--- src/rtl/poly_unpack_decompress.sv ---
// Kyber decode path: unpacks LSB-first d-bit fields from 32-bit words and
// decompresses each to round(Q*y / 2^d), one coefficient per cycle.
module poly_unpack_decompress #(
    parameter int unsigned Q      = 3329,
    parameter int unsigned N_COEF = 256,
    parameter int unsigned W      = 32
) (
    input  logic         clk,
    input  logic         rst,
    input  logic         start,
    input  logic [2:0]   d_sel,
    input  logic [W-1:0] in_data,
    input  logic         in_valid,
    output logic         in_ready,
    output logic [11:0]  out_coef,
    output logic         out_valid,
    input  logic         out_ready,
    output logic         out_last,
    output logic         busy,
    output logic         done
);

    typedef enum logic {IDLE, RUN} state_t;

    state_t      r_state;
    logic [63:0] r_buf;
    logic [6:0]  r_cnt;
    logic [3:0]  r_d;
    logic [6:0]  r_words;
    logic [8:0]  r_coefs;

    logic [3:0]  w_dsel_d;
    logic        w_dsel_ok;
    logic [6:0]  w_dcnt;
    logic [6:0]  w_nwords;
    logic        w_acc;
    logic        w_ext;
    logic [10:0] w_y;
    logic [22:0] w_round;
    logic [11:0] w_coef;
    logic [63:0] w_shift;
    logic [6:0]  w_pos;
    logic [63:0] w_ins;
    logic [63:0] w_buf_nxt;
    logic [6:0]  w_cnt_nxt;

    always_comb begin
        w_dsel_d  = 4'd0;
        w_dsel_ok = 1'b1;
        case (d_sel)
            3'd0:    w_dsel_d = 4'd1;
            3'd1:    w_dsel_d = 4'd4;
            3'd2:    w_dsel_d = 4'd5;
            3'd3:    w_dsel_d = 4'd10;
            3'd4:    w_dsel_d = 4'd11;
            default: w_dsel_ok = 1'b0;
        endcase
    end

    assign w_dcnt   = {3'b000, r_d};
    assign w_nwords = {r_d, 3'b000};
    assign busy     = (r_state == RUN);
    assign in_ready = (r_state == RUN) && (r_cnt <= 7'(W)) && (r_words < w_nwords);
    assign w_acc    = in_ready && in_valid;
    assign w_ext    = (r_state == RUN) && (r_cnt >= w_dcnt) && (!out_valid || out_ready)
                      && (r_coefs < 9'(N_COEF));

    // Rounded decompression; Q*2047 + 1024 still fits in 23 bits.
    assign w_y     = r_buf[10:0] & ~(11'h7FF << r_d);
    assign w_round = 23'(Q) * {12'b0, w_y} + (23'd1 << (r_d - 4'd1));
    assign w_coef  = 12'(w_round >> r_d);

    // Bits above r_cnt are always zero, so a new word can simply be OR-ed in
    // at the post-extraction fill level.
    assign w_shift   = w_ext ? (r_buf >> r_d) : r_buf;
    assign w_pos     = w_ext ? (r_cnt - w_dcnt) : r_cnt;
    assign w_ins     = {{(64-W){1'b0}}, in_data} << w_pos;
    assign w_buf_nxt = w_acc ? (w_shift | w_ins) : w_shift;
    assign w_cnt_nxt = w_pos + (w_acc ? 7'(W) : 7'd0);

    always_ff @(posedge clk) begin
        if (rst) begin
            r_state   <= IDLE;
            r_buf     <= '0;
            r_cnt     <= '0;
            r_d       <= 4'd1;
            r_words   <= '0;
            r_coefs   <= '0;
            out_coef  <= '0;
            out_valid <= 1'b0;
            out_last  <= 1'b0;
            done      <= 1'b0;
        end else begin
            done <= 1'b0;
            case (r_state)
                IDLE: begin
                    if (start && w_dsel_ok) begin
                        r_d     <= w_dsel_d;
                        r_buf   <= '0;
                        r_cnt   <= '0;
                        r_words <= '0;
                        r_coefs <= '0;
                        r_state <= RUN;
                    end
                end
                RUN: begin
                    r_buf <= w_buf_nxt;
                    r_cnt <= w_cnt_nxt;
                    if (w_acc) r_words <= r_words + 7'd1;
                    if (w_ext) begin
                        out_coef  <= w_coef;
                        out_valid <= 1'b1;
                        out_last  <= (r_coefs == 9'(N_COEF - 1));
                        r_coefs   <= r_coefs + 9'd1;
                    end else if (out_ready) begin
                        out_valid <= 1'b0;
                        out_last  <= 1'b0;
                    end
                    if (out_valid && out_ready && out_last) begin
                        r_state <= IDLE;
                        done    <= 1'b1;
                    end
                end
                default: r_state <= IDLE;
            endcase
        end
    end

endmodule
--- config.mk ---
export PLATFORM = sky130hd
export DESIGN_NAME = poly_unpack_decompress
export DESIGN_NICKNAME = d
export VERILOG_FILES = /design/src/rtl/poly_unpack_decompress.sv
export SDC_FILE = /design/constraint.sdc
export NUM_CORES = 1
export LEC_CHECK = 0
export CORE_UTILIZATION = 52
export DETAILED_ROUTE_END_ITERATION = 10
export GPL_TIMING_DRIVEN = 0
export PLACE_DENSITY = 0.72
export SETUP_SLACK_MARGIN = 0.02
export SKIP_CTS_REPAIR_TIMING = 1
export SLEW_MARGIN = 40
export SYNTH_ARGS = -nofsm -noshare
export SYNTH_HDL_FRONTEND = slang
export SYNTH_SLANG_ARGS = --single-unit
--- constraint.sdc ---
create_clock -name clk -period 7.6 [get_ports clk]
set_input_delay 1.52 -clock clk [delete_from_list [all_inputs] [get_ports clk]]
set_output_delay 1.52 -clock clk [all_outputs]
set_load 0.02 [all_outputs]
# Word level (Yosys, flattened, before mapping)
# Index checks and enable logic that the tools add are counted.
# word_totals
regBits	107
out_inout_bits	17
word_cells	80
# classes
n_addsub	6
mul	1
magnitude_cmp	4
n_eq_ne	8
shift	5
muxes	22
bitwise_logic	4
reduce_logical	20
# ops
cell	count
2-to-1 mux 64 bit	3
one-hot mux 64 bit (2 select lines)	1
OR 64 bit	1
<< shifter 32 x 7 -> 64 bit	1
>> shifter 64 x 4 -> 64 bit	1
one-hot mux 7 bit (2 select lines)	2
adder 23 bit	1
multiplier 12 x 11 -> 23 bit (first input constant)	1
<< shifter 1 x 4 -> 23 bit (first input constant)	1
>> shifter 23 x 4 -> 12 bit	1
2-to-1 mux 7 bit	3
one-hot mux 4 bit (5 select lines)	1
2-to-1 mux 9 bit	2
one-hot mux 9 bit (2 select lines)	1
AND 11 bit	1
NOT 11 bit	1
<< shifter 11 x 4 -> 11 bit (first input constant)	1
AND reduction 2 bit	5
adder 9 x 1 -> 9 bit (second input constant)	1
equality test 9 x 8 -> 1 bit (second input constant)	1
logical AND 1 bit	9
< comparator 9 bit (second input constant)	1
adder 7 x 1 -> 7 bit (second input constant)	1
adder 7 x 6 -> 7 bit	1
other kinds (20)	28

# Logic depth before layout (Yosys ltp)
# depth
word_depth	9
depth_mapped	27

# Worst setup path after synthesis
# OpenSTA, ideal clock, no wires.
# synth_timing
path_kind	flip-flop to flip-flop
start	reg r_d[0]
end	reg out_coef[4]
setup_ns	0.125
t_arrival_ns	6.391
path_slack_ns	1.083
stages_incl_launch_ff	26
period_less_slack_ns	6.517
path_cell_list	dfxtp_1 buf_2 buf_1 buf_2 clkbuf_1 buf_2 buf_2 nand2_1 a21boi_0 ha_1 inv_1 ha_1 ha_1 inv_1 fa_1 fa_1 inv_1 ha_1 and3_1 and3_1 inv_1 o2111a_1 a311o_1 mux2_2 mux2_2 o2bb2ai_1
# synth_between
elab_chain_cells	6
word_cells_on_any_way	13
classes_between	add/sub (2); mul (1); order compare (1); shift (3); bitwise (2); reduce/logical (4)
# synth_lines
element	line	source
start: declaration	28	logic [3:0] r_d;
start signal: assignment	98	r_d <= w_dsel_d;
<< shifter 11 x 4 -> 11 bit	69	assign w_y = r_buf[10:0] & ~(11'h7FF << r_d);
NOT 11 bit	69	
AND 11 bit	69	
multiplier 12 x 11 -> 23 bit	70	assign w_round = 23'(Q) * {12'b0, w_y} + (23'd1 << (r_d - 4'd1));
adder 23 bit	70	
>> shifter 23 x 4 -> 12 bit	71	assign w_coef = 12'(w_round >> r_d);
end signal: assignment	111	out_coef <= w_coef;
end: declaration	15	output logic [11:0] out_coef,
# Parallel ways exist; a longest one is shown, timed or not.
# A chain may end at the register's enable or synchronous reset.

# Worst setup path after layout
# layout_timing
start	reg r_d[2]
end	reg out_coef[6]
# Same word-level chain as after synthesis.

==> results.sh <==
export IMPL_status="finished clean"
export IMPL_cp_cell_sequence="clkbuf_1 > clkbuf_1 > nand2_1 > a21boi_1 > ha_1 > inv_1 > ha_1 > ha_1 > inv_1 > fa_1 > fa_1 > inv_1 > ha_1 > a21o_1 > a21o_1 > a21oi_1 > o21a_1 > o21ai_0 > o211ai_1 > and4_1 > o22ai_1 > a2111oi_0"
export IMPL_antenna_found_initial=1
export IMPL_final_core_util_pct=58.09
export IMPL_path_delay_family="adder cells"
export IMPL_multi_input_area_sq_mm=0.01078
export IMPL_r2r_start="r_d[2]"
export IMPL_drtIter0Drc=2198
export IMPL_start_util_pct=52.80
export IMPL_grt_ovfl_total=0
export IMPL_grt_pass1_vias=14540
export IMPL_ys_warn_count=0
export IMPL_synth_top_area_share_pct=15.51
export IMPL_max_slew_margin_pct=32.33
export IMPL_cts_buffers=9
export IMPL_preCtsSetupSlack_ns=-1.103
export IMPL_yosysSeqAreaShare_pct=15.51
export IMPL_yosysMostFrequentCell="nand2_1"
export IMPL_crit_required_ns=7.85
export IMPL_critPathBufInv=5
export IMPL_dp_hpwl_microns=49320
export IMPL_hold_violations=0
export IMPL_avgSynthCellArea_sq_um=7.734
export IMPL_root_buffer="clkbuf_16"
export IMPL_tightestPinTransition_ns=1.012
export IMPL_drc=0
export IMPL_row_count=59
export IMPL_syn_inst=1769
export IMPL_clock_path_buffers=2
export IMPL_synth_edff_count=0
export IMPL_firstDrtPassIters=7
export IMPL_drt_wl_total_microns=61890
export IMPL_worstPathArrival_ns=7.53
export IMPL_crit_top_cell="ha_1"
export IMPL_grt_use_total_pct=45.95
export IMPL_n_fill_cell=2537
export IMPL_gp_congestion=1.077
export IMPL_path_depth=22
export IMPL_period_share_pct=95.76
export IMPL_grt_setup_unrepaired="no"
export IMPL_syn_area_sq_mm=0.01368
export IMPL_syn_to_final_growth_pct=10.02
export IMPL_worst_setup_path_start_kind="flop"
export IMPL_drv_slew=0
export IMPL_die_y_microns=164.2
export IMPL_max_cap_violations=0
export IMPL_powerDensity_mw_per_mm2=127.0
export IMPL_worst_setup_path_type="reg2reg"
export IMPL_cp_slowest_stage_delay_ns=0.73
export IMPL_regArea_sq_mm=0.002123
export IMPL_portBuffers=55
export IMPL_grt_max_degree=23
export IMPL_cts_tree="done"
export IMPL_fp_dieW_microns=164.2
export IMPL_ios=57
export IMPL_synth_async_sr_flop_share_pct=0
export IMPL_path_max_fanout=10
export IMPL_hold_class="reg2reg"
export IMPL_vias=15600
export IMPL_final_nets=1991
export IMPL_reg2reg_slack_ns=0.32
export IMPL_synth_cell_types=88
export IMPL_synth_area_leaders="dfxtp_1, mux2i_1, ha_1, nand2_1, mux2_2"
export IMPL_wl_per_cell_microns=28.46
export IMPL_ys_seq_elements=106
export IMPL_p_leak_nw=6.150
export IMPL_endpoint_kind="flop"
export IMPL_synth_top_cell_by_area="dfxtp_1"
export IMPL_dieArea_sq_mm=0.02696
export IMPL_fmax_mhz=137.4
export IMPL_worstSkewPairLatency_ns=0.38
export IMPL_design_core_area_sq_mm=0.02591
export IMPL_setup_ws_ns=0.3220
export IMPL_power_total_w=0.001912
export IMPL_ir_drop_mv=0.1143
export IMPL_crit_slowest_cell="dfxtp_1"
export IMPL_antenna_cells=0
export IMPL_period_needed_ns=7.278
export IMPL_clock_sinks=106
export IMPL_grt_pass1_wl_microns=91460
export IMPL_setup_viol_count_final=0
export IMPL_drtAntennaViolNets=0
export IMPL_final_cells=2175
export IMPL_reg2reg_to="out_coef[6]"
export IMPL_cts_max_level=3
export IMPL_finClkSkew_ns=0.02453
export IMPL_ys_flop_type="dfxtp_1"
export IMPL_setup_tns_ns=0
export IMPL_viasPerCell=7.170
export IMPL_clk_pin_slew_worst_paths_ns=0.09
export IMPL_dp_cells=2165
export IMPL_drive_gt1_share_pct=10.82
export IMPL_worstRegToRegCells=22
export IMPL_startpoint="r_d[2]"
export IMPL_netlist_top_cells_count="nand2_1, nor2_1, mux2i_1"
export IMPL_critical_path_endpoint="out_coef[6]"
## metrics by stage
step | area, sq um | hold slack, ns
after detailed placement | 14710 | 0.4682
after global placement | 14670 | 0.4680
final | 15050 | 0.4911
after floorplan | 13700 | 0.4513
after CTS | 15030 | 0.4814
after global routing | 15050 | 0.5146
## kinds of logic after synthesis
group,after synthesis,synth area share [%]
AOI/OAI and AO/OA,543,26.76
and+or+nand+nor,531,17.38
muxes,228,20.29
buffers and inverters,210,6.356
adders and majority gates,116,11.54
DFF,106,15.51
xor gates and xnor gates,33,2.113
other,2,0.05490
## worst min-delay path by stage
stage,start,end,slack [ns],cells past startpoint
after CTS,r_coefs[1],r_coefs[1],0.48,2
after floorplan,r_coefs[1],r_coefs[1],0.45,2
after global placement,r_coefs[1],r_coefs[1],0.47,2
after global routing,r_coefs[1],r_coefs[1],0.51,2
final,r_coefs[1],r_coefs[1],0.49,2
after detailed placement,r_coefs[1],r_coefs[1],0.47,2
## layout by cell type, fill, tap and decap left out, types with 14 or more instances in the layout
cell | Yosys | layout
xor2_1 | 14 | 14
fa_1 | 17 | 17
buf_2 | 26 | 25
clkdlybuf4s50_1 | 0 | 55
a31oi_1 | 28 | 28
o22ai_1 | 14 | 14
mux2i_1 | 130 | 130
nor3_1 | 33 | 33
a21o_1 | 15 | 15
a22oi_1 | 38 | 38
o21ai_0 | 111 | 111
mux4_2 | 31 | 31
o211ai_1 | 20 | 20
o21a_1 | 14 | 14
a211oi_1 | 48 | 46
mux2_2 | 63 | 63
dfxtp_1 | 106 | 105
inv_1 | 74 | 74
ha_1 | 99 | 99
xnor2_1 | 19 | 16
nand3_1 | 46 | 46
a21oi_1 | 120 | 120
clkbuf_1 | 80 | 68
nor2_1 | 138 | 138
and2_1 | 17 | 17
o221ai_1 | 15 | 15
nand2_1 | 220 | 220
## layout make-up
| class | count | area share, % |
|---|---|---|
| multi-input combinational | 1459 | 71.61 |
| sequential | 106 | 14.11 |
| buffer | 128 | 3.840 |
| timing repair buffer | 55 | 3.658 |
| tap | 335 | 2.785 |
| inverter | 76 | 1.895 |
| clock buffer | 9 | 1.496 |
| clock inverter | 7 | 0.6068 |
## worst min-delay path, stage by stage, from the launching register on
cell,delay [ns]
dfxtp_1,0.34
nand3_1,0.07
nand2_1,0.05
## layer usage
metal  vias up  GRT usage [%]  part of all wire (%)
li1       6727              -                     -
met5         -              0                 0.055
met4         4          25.08                   6.1
met1      7426          61.31                    39
met3       250          12.42                    13
met2      1188          66.63                    41
## registers in the layout, summed over array words and instances (netlist names)
| register | count |
|---|---|
| r_d | 3 |
| r_coefs | 9 |
| r_cnt | 7 |
| out_valid | 1 |
| r_words | 7 |
| out_coef | 12 |
| out_last | 1 |
| busy | 1 |
| r_buf | 64 |
| done | 1 |
## report_power, final
part	leakage [nW]	switching, W	internal, W
combinational	5.14	0.000559	0.000262
clock	0.154	0.000270	0.000240
sequential	0.856	0.0000154	0.000565
total	6.15	0.000844	0.00107
No activity file was read; power rests on OpenSTA's default activity.
